[config.mk]
export PLATFORM = sky130hd
export DESIGN_NAME = bht_update_queue_flat
export DESIGN_NICKNAME = d
export VERILOG_FILES = /design/src/rtl/bht_update_queue_if.sv /design/src/rtl/bht_update_queue.sv /design/src/flat_wrapper.sv
export SDC_FILE = /design/constraint.sdc
export NUM_CORES = 1
export LEC_CHECK = 0
export CAP_MARGIN = 0
export CORE_MARGIN = 4
export CORE_UTILIZATION = 45
export CTS_CLUSTER_DIAMETER = 40
export CTS_CLUSTER_SIZE = 12
export DETAILED_ROUTE_END_ITERATION = 6
export PLACE_DENSITY = 0.71
export SLEW_MARGIN = 20
export SYNTH_ARGS = -nofsm -noshare
export SYNTH_HDL_FRONTEND = slang
export SYNTH_SLANG_ARGS = --single-unit
[constraint.sdc]
create_clock -name clock -period 5.8 [get_ports clock]
set_input_delay 0.58 -clock clock [delete_from_list [all_inputs] [get_ports clock]]
set_output_delay 0.58 -clock clock [all_outputs]
set_load 0.01 [all_outputs]
[src/rtl/bht_update_queue_if.sv]
// bht_update_queue_if: retire-side pushes, history-table write port and fetch-side pending lookup
interface bht_update_queue_if #(parameter int DEPTH = 8, parameter int IDXW = 10);
  localparam int CW = $clog2(DEPTH) + 1;
  logic            cm0_valid_i;
  logic [IDXW-1:0] cm0_index_i;
  logic            cm0_brdir_i;
  logic            cm1_valid_i;
  logic [IDXW-1:0] cm1_index_i;
  logic            cm1_brdir_i;
  logic            cm_ready_o;
  logic            bht_hold_i;
  logic [IDXW-1:0] bht_wt_index_o;
  logic            bht_cm_brdir_o;
  logic            bht_cm_brdir_se_o;
  logic [IDXW-1:0] rd_index_i;
  logic            rd_pending_o;
  logic [CW-1:0]   count_o;
  logic            empty_o;
  logic            ovf_err_o;
  modport slave (
    input  cm0_valid_i, cm0_index_i, cm0_brdir_i, cm1_valid_i, cm1_index_i, cm1_brdir_i,
    input  bht_hold_i, rd_index_i,
    output cm_ready_o, bht_wt_index_o, bht_cm_brdir_o, bht_cm_brdir_se_o,
    output rd_pending_o, count_o, empty_o, ovf_err_o
  );
  modport master (
    output cm0_valid_i, cm0_index_i, cm0_brdir_i, cm1_valid_i, cm1_index_i, cm1_brdir_i,
    output bht_hold_i, rd_index_i,
    input  cm_ready_o, bht_wt_index_o, bht_cm_brdir_o, bht_cm_brdir_se_o,
    input  rd_pending_o, count_o, empty_o, ovf_err_o
  );
endinterface

[src/rtl/bht_update_queue.sv]
// bht_update_queue: buffers committed branch outcomes and drains one per cycle into the history table
module bht_update_queue #(
  parameter int DEPTH = 8,
  parameter int IDXW  = 10
) (
  input logic clock,
  input logic reset_n,
  bht_update_queue_if.slave q
);
  localparam int AW = $clog2(DEPTH);
  logic [IDXW-1:0] idx_mem [DEPTH];
  logic            dir_mem [DEPTH];
  logic [AW:0]     wr_q, wr_d, rd_q, rd_d, cnt;
  logic [IDXW-1:0] idx_q, idx_d;
  logic            dir_q, dir_d, se_q, se_d, ovf_q, ovf_d;
  logic            ready, empty, p0, p1, pop, hit;
  logic [AW-1:0]   rel, w1;
  always_comb begin
    cnt   = wr_q - rd_q;
    empty = wr_q == rd_q;
    ready = ((AW+1)'(DEPTH) - cnt) >= (AW+1)'(2);
    p0    = q.cm0_valid_i && ready;
    p1    = q.cm1_valid_i && ready;
    pop   = !empty && !q.bht_hold_i;
    w1    = wr_q[AW-1:0] + AW'(p0);
    wr_d  = wr_q + (AW+1)'(p0) + (AW+1)'(p1);
    rd_d  = rd_q + (AW+1)'(pop);
    ovf_d = ovf_q | ((q.cm0_valid_i | q.cm1_valid_i) & ~ready);
    se_d  = pop;
    idx_d = pop ? idx_mem[rd_q[AW-1:0]] : idx_q;
    dir_d = pop ? dir_mem[rd_q[AW-1:0]] : dir_q;
  end
  // the entry being written to the table this cycle still counts as pending
  always_comb begin
    rel = '0;
    hit = se_q && (idx_q == q.rd_index_i);
    for (int i = 0; i < DEPTH; i++) begin
      rel = AW'(i) - rd_q[AW-1:0];
      hit = hit | (({1'b0, rel} < cnt) && (idx_mem[i] == q.rd_index_i));
    end
  end
  always_ff @(posedge clock) begin
    if (p0) begin
      idx_mem[wr_q[AW-1:0]] <= q.cm0_index_i;
      dir_mem[wr_q[AW-1:0]] <= q.cm0_brdir_i;
    end
    if (p1) begin
      idx_mem[w1] <= q.cm1_index_i;
      dir_mem[w1] <= q.cm1_brdir_i;
    end
  end
  always_ff @(posedge clock) begin
    if (!reset_n) begin
      wr_q  <= '0;
      rd_q  <= '0;
      idx_q <= '0;
      dir_q <= 1'b0;
      se_q  <= 1'b0;
      ovf_q <= 1'b0;
    end else begin
      wr_q  <= wr_d;
      rd_q  <= rd_d;
      idx_q <= idx_d;
      dir_q <= dir_d;
      se_q  <= se_d;
      ovf_q <= ovf_d;
    end
  end
  assign q.cm_ready_o        = ready;
  assign q.bht_wt_index_o    = idx_q;
  assign q.bht_cm_brdir_o    = dir_q;
  assign q.bht_cm_brdir_se_o = se_q;
  assign q.rd_pending_o      = hit;
  assign q.count_o           = cnt;
  assign q.empty_o           = empty;
  assign q.ovf_err_o         = ovf_q;
endmodule

[src/flat_wrapper.sv]
// flat-port wrapper written by rule: the top's interface ports become plain ports
module bht_update_queue_flat 
#(
  parameter int DEPTH = 8,
  parameter int IDXW  = 10
)
  (clock, reset_n, q_cm0_valid_i, q_cm0_index_i, q_cm0_brdir_i, q_cm1_valid_i, q_cm1_index_i, q_cm1_brdir_i, q_bht_hold_i, q_rd_index_i, q_cm_ready_o, q_bht_wt_index_o, q_bht_cm_brdir_o, q_bht_cm_brdir_se_o, q_rd_pending_o, q_count_o, q_empty_o, q_ovf_err_o);
  bht_update_queue_if #(.DEPTH(DEPTH), .IDXW(IDXW)) q_i ();
  input logic clock;
  input logic reset_n;
  input wire logic [$bits(q_i.cm0_valid_i)-1:0] q_cm0_valid_i;
  input wire logic [$bits(q_i.cm0_index_i)-1:0] q_cm0_index_i;
  input wire logic [$bits(q_i.cm0_brdir_i)-1:0] q_cm0_brdir_i;
  input wire logic [$bits(q_i.cm1_valid_i)-1:0] q_cm1_valid_i;
  input wire logic [$bits(q_i.cm1_index_i)-1:0] q_cm1_index_i;
  input wire logic [$bits(q_i.cm1_brdir_i)-1:0] q_cm1_brdir_i;
  input wire logic [$bits(q_i.bht_hold_i)-1:0] q_bht_hold_i;
  input wire logic [$bits(q_i.rd_index_i)-1:0] q_rd_index_i;
  output wire logic [$bits(q_i.cm_ready_o)-1:0] q_cm_ready_o;
  output wire logic [$bits(q_i.bht_wt_index_o)-1:0] q_bht_wt_index_o;
  output wire logic [$bits(q_i.bht_cm_brdir_o)-1:0] q_bht_cm_brdir_o;
  output wire logic [$bits(q_i.bht_cm_brdir_se_o)-1:0] q_bht_cm_brdir_se_o;
  output wire logic [$bits(q_i.rd_pending_o)-1:0] q_rd_pending_o;
  output wire logic [$bits(q_i.count_o)-1:0] q_count_o;
  output wire logic [$bits(q_i.empty_o)-1:0] q_empty_o;
  output wire logic [$bits(q_i.ovf_err_o)-1:0] q_ovf_err_o;
  assign q_i.cm0_valid_i = q_cm0_valid_i;
  assign q_i.cm0_index_i = q_cm0_index_i;
  assign q_i.cm0_brdir_i = q_cm0_brdir_i;
  assign q_i.cm1_valid_i = q_cm1_valid_i;
  assign q_i.cm1_index_i = q_cm1_index_i;
  assign q_i.cm1_brdir_i = q_cm1_brdir_i;
  assign q_i.bht_hold_i = q_bht_hold_i;
  assign q_i.rd_index_i = q_rd_index_i;
  assign q_cm_ready_o = q_i.cm_ready_o;
  assign q_bht_wt_index_o = q_i.bht_wt_index_o;
  assign q_bht_cm_brdir_o = q_i.bht_cm_brdir_o;
  assign q_bht_cm_brdir_se_o = q_i.bht_cm_brdir_se_o;
  assign q_rd_pending_o = q_i.rd_pending_o;
  assign q_count_o = q_i.count_o;
  assign q_empty_o = q_i.empty_o;
  assign q_ovf_err_o = q_i.ovf_err_o;
  bht_update_queue #(.DEPTH(DEPTH), .IDXW(IDXW)) u_core (.clock(clock), .reset_n(reset_n), .q(q_i));
endmodule
Yosys cells after proc, flatten, opt, wreduce, memory -nomap -nowiden
Memory sizes are Yosys's and may differ from the RTL's. A register that Yosys moved wholly into a read port is not among the register bits.
Index checks and enable logic that the tools add are counted.
- register bits after elaboration: 10
- RAM bits: 88
- input port bits: 37
- output and inout port bits: 20
- logic and storage cells: 71
- memories kept: 2
- memories (name ; depth ; bits a word ; read ports ; clocked after Yosys merged registers in ; write ports ; RTL line ; source):
    u_core.idx_mem ; 8 ; 10 ; 9 ; 1 ; 2 ; bht_update_queue.sv:11 ; logic [IDXW-1:0] idx_mem [DEPTH];
    u_core.dir_mem ; 8 ; 1 ; 1 ; 1 ; 2 ; bht_update_queue.sv:12 ; logic dir_mem [DEPTH];
- add/subtract/negate cells: 14
- $lt $le $gt $ge: 9
- equality and inequality tests: 10
- muxes and demuxes: 4
- bitwise gates (word level): 12
- reductions and logical operators: 16
- operators with widths (kind ; count):
    10-bit equality test ; 9
    3-bit by 4-bit less-than comparator with 1-bit output ; 8
    4-bit by 1-bit adder with 4-bit output ; 3
    1-bit logical AND ; 12
    3-bit subtractor (first input constant) ; 4
    1-bit bitwise OR ; 10
    1-bit by 3-bit subtractor with 3-bit output (first input constant) ; 2
    2-bit by 3-bit subtractor with 3-bit output (first input constant) ; 2
    4-bit equality test ; 1
    4-bit by 2-bit greater-or-equal comparator with 1-bit output (second input constant) ; 1
    1-bit logical NOT ; 4
    1-bit two-way mux ; 4
    4-bit subtractor ; 1
    4-bit subtractor (first input constant) ; 1
    3-bit by 1-bit adder with 3-bit output ; 1
    1-bit bitwise AND ; 1
    1-bit inverter ; 1

Longest topological paths before layout
- depth in word-level cells: 11
- gate-level depth with buffers: 18
- mapped depth without buffers: 16

Worst setup path after synthesis
Ideal clock, no wire load.
- path kind: register to register
- from: register u_core.rd_q[1]
- to: memory u_core.dir_mem[1], enable pin
- data arrival time: 4.264 ns
- path slack: 1.155 ns
- stages on the path, launching flop included: 17
- clock period less this slack: 4.645 ns
- cell sequence: dfxtp_1 clkbuf_1 inv_1 fa_1 xor2_1 nor3_1 xnor3_1 nand4b_2 buf_6 nand2_1 inv_1 ha_1 ha_1 nor2b_1 and3_1 buf_2 o21bai_1
- RTL lines (what ; RTL line ; source):
    from (decl) ; bht_update_queue.sv:13 ; logic [AW:0] wr_q, wr_d, rd_q, rd_d, cnt;
    from (signal assigned) ; bht_update_queue.sv:62 ; rd_q <= rd_d;
    to (decl) ; bht_update_queue.sv:12 ;

==> flow_summary.toml <==
[critical_path]
cp-start-kind = "flip-flop"
ff2ff_setup_slack_ns = 0.69
ff2ff_path_depth = 16
crit_required_ns = 5.78
crit_path_end_kind = "flip-flop"
crit_chain = "inv_1, ha_1, inv_1, fa_1, inv_1, ha_1, xor2_1, nand4b_2, buf_4, nand2_1, inv_1, ha_1, ha_1, nor2b_1, and3_1, o21bai_1"
r2r-end = "u_core.dir_mem[1]"
crit_start = "u_core.wr_q[0]"
crit_type = "reg -> reg"
max_stage_delay_ns = 0.60
slowest_stage = "dfxtp_1"
crit_family = "adder cells"
critPathCapture = "u_core.dir_mem[1]"
r2r_start = "u_core.wr_q[0]"
cp.depth = 16
cp_max_fo = 14
crit_buf_inv = 5
worstPathArrival_ns = 5.10

[place]
dpl_cell_area_sq_mm = 0.007806
placedCellCount = 785
place_hpwl_um = 13550
place.gp.congestion = 0.8985
place.port_buffers = 56
dp_slack_ns = 0.7454

[global_route]
grt_first_pass_wirelength_um = 26990
grt_max_degree = 27
grt_pass1_vias = 4662
grt_remaining_overflow = 0
grtUsageTotal = 0.1989
antenna_found_initial = 0

[power_and_ir_drop]
peakVddDrop_mv = 0.3269
p_leak_uw = 0.002953
p_per_area_mw_per_mm2 = 495.7

[finish]
drive_gt1_frac = 0.2254
diodes = 0
design_area_sq_mm = 0.008082
fin_cells = 801
nets = 649
area_growth_syn_to_layout_pct = 14.54

[timing]
whs_ns = 0.4698
fin_crit_sh = 0.8814
setup_tns_ns = 0
rsz0062_at_grt = "false"
max_freq_mhz = 195.6
finalSetupViolCount = 0
slew_viol_final = 0
relSlewSlack = 0.3298
worstMarginPinSlew_ns = 1.003
fin_ws_ns = 0.6876
period_needed_ns = 5.112
fin_skew_ns = 0.005824
hold_viol_final = 0

[drt]
dr_total_vias = 4579
first_iter_violations = 477
drt-wirelength-per-cell_um = 21.58
dr.pass1.iters = 5
drc_errors = 0
ant_nets = 0
via_per_inst = 5.717
routed_wl_um = 17280

[clock_tree]
cts_setup_buffers = 0
cts_buffer_depth = 2
htree_levels = 3
ctsResizeCount = 0
clock_latency_ns = 0.36
clk_pin_slew_worst_paths_ns = 0.07
root_buffer = "clkbuf_16"
tritoncts = "built"
cts_hold_buf = 0
cts_sinks = 109
numCtsBuffers = 9

[synthesis]
synth_cells = 538
synthFlopType = "edfxtp_1"
yosysTopAreaCell = "edfxtp_1"
synthArstFlopShare = 0
syn_avg_cell_area_sq_um = 13.11
synth_common_cells = "88 x edfxtp_1, 76 x xnor2_1, 48 x mux2_2"
synth_area_leaders = "edfxtp_1 37%, xnor2_1 9.4%, mux2_2 7.7%, mux4_2 7.0%, dfxtp_1 6.0%"
synth_most_common_cell = "edfxtp_1"
synthDistinctLibCells = 43
ys_warn_count = 0
synth.top_cell.area_share = 0.3745
ys_seq_area_frac = 0.4341
ys_seq_elements = 109
synth-edff-count = 88
syn-num-nets = 602
synth.cell_area_sq_mm = 0.007056

[floorplanning]
core_sq_mm = 0.01526
rows = 45
dieArea_sq_mm = 0.01775
initial_core_util = 0.4624
num_io_pins = 57
die_h_um = 133.2
chipWidth_um = 133.2

[hold_path]
hold_path_class = "reg -> reg"

[job]
maxCapViolations = 0

[run_status]
status = "finished, final reports clean"
[through the flow]
stage | power (uW) | util
2_1_floorplan | 2777 | -
3_3_place_gp | 3366 | 0.5116
3_5_place_dp | 3428 | 0.5116
4_1_cts | 4027 | 0.5296
5_1_grt | 4233 | 0.5296
6_report | 4006 | 0.5296
[kinds of logic after synthesis]
family                     Yosys count  share of synthesized area
AOI/OAI and AO/OA                   38                    0.04221
xor gates and xnor gates           103                     0.1298
adders and majority gates           27                    0.05107
buffers and inverters               46                    0.03298
DFF                                109                     0.4341
muxes                              110                     0.2250
and+or+nand+nor                    105                    0.08477
[final cells by class]
class | instances | area (sq um)
clock inverters | 6 | 46.29
flip-flops and latches | 109 | 3063
inverters | 15 | 56.30
clock buffers | 10 | 229.0
fillers | 1267 | 7177
multi-input cells | 383 | 3780
repair buffers | 67 | 643.1
well taps | 211 | 264.0
[layout by cell type (no fill, tap or decap), drive strengths merged, types with 12 or more instances in the layout]
cell type | Yosys | routed
dfxtp | 21 | 21
edfxtp | 88 | 88
nand2 | 28 | 28
xor2 | 26 | 26
clkdlybuf4s50 | 0 | 56
inv | 15 | 17
ha | 24 | 24
and2 | 12 | 12
xnor2 | 76 | 76
mux4 | 22 | 22
nand3 | 17 | 17
nand4 | 21 | 21
mux2 | 88 | 88
[worst min-delay path by stage]
stage	slack, ns	start	depth (start not counted)	endpoint
finish	0.47	u_core.q.ovf_err_o	1	u_core.q.ovf_err_o
global route	0.49	u_core.q.ovf_err_o	1	u_core.q.ovf_err_o
CTS	0.48	u_core.q.ovf_err_o	1	u_core.q.ovf_err_o
detailed placement	0.46	u_core.q.ovf_err_o	1	u_core.q.ovf_err_o
global placement	0.45	u_core.q.ovf_err_o	1	u_core.q.ovf_err_o
floorplan	0.51	u_core.q.ovf_err_o	1	u_core.q.ovf_err_o
[registers in the layout (all words and copies together) (netlist names)]
register	count
u_core.dir_mem	8
u_core.wr_q	4
u_core.q.bht_cm_brdir_o	1
u_core.idx_mem	80
u_core.q.ovf_err_o	1
u_core.q.bht_cm_brdir_se_o	1
u_core.rd_q	4
u_core.q.bht_wt_index_o	10
[report_power, final]
part | leakage (uW) | switching, uW | total, uW | internal [uW]
sequential | 0.000978 | 170 | 1340 | 1170
combinational | 0.00185 | 1090 | 2070 | 987
clock | 0.000129 | 294 | 589 | 295
total | 0.00295 | 1550 | 4010 | 2460
[per-layer routing]
| layer | up-vias | global-route usage | wire length (um) |
|---|---|---|---|
| li1 | 2096 | - | - |
| met1 | 2266 | 0.2792 | 7681 |
| met2 | 195 | 0.3208 | 8127 |
| met3 | 22 | 0.02417 | 1153 |
| met4 | 0 | 0.06857 | 322 |
| met5 | - | 0 | 0 |
Note: power is estimated with default switching activity, not from simulation.
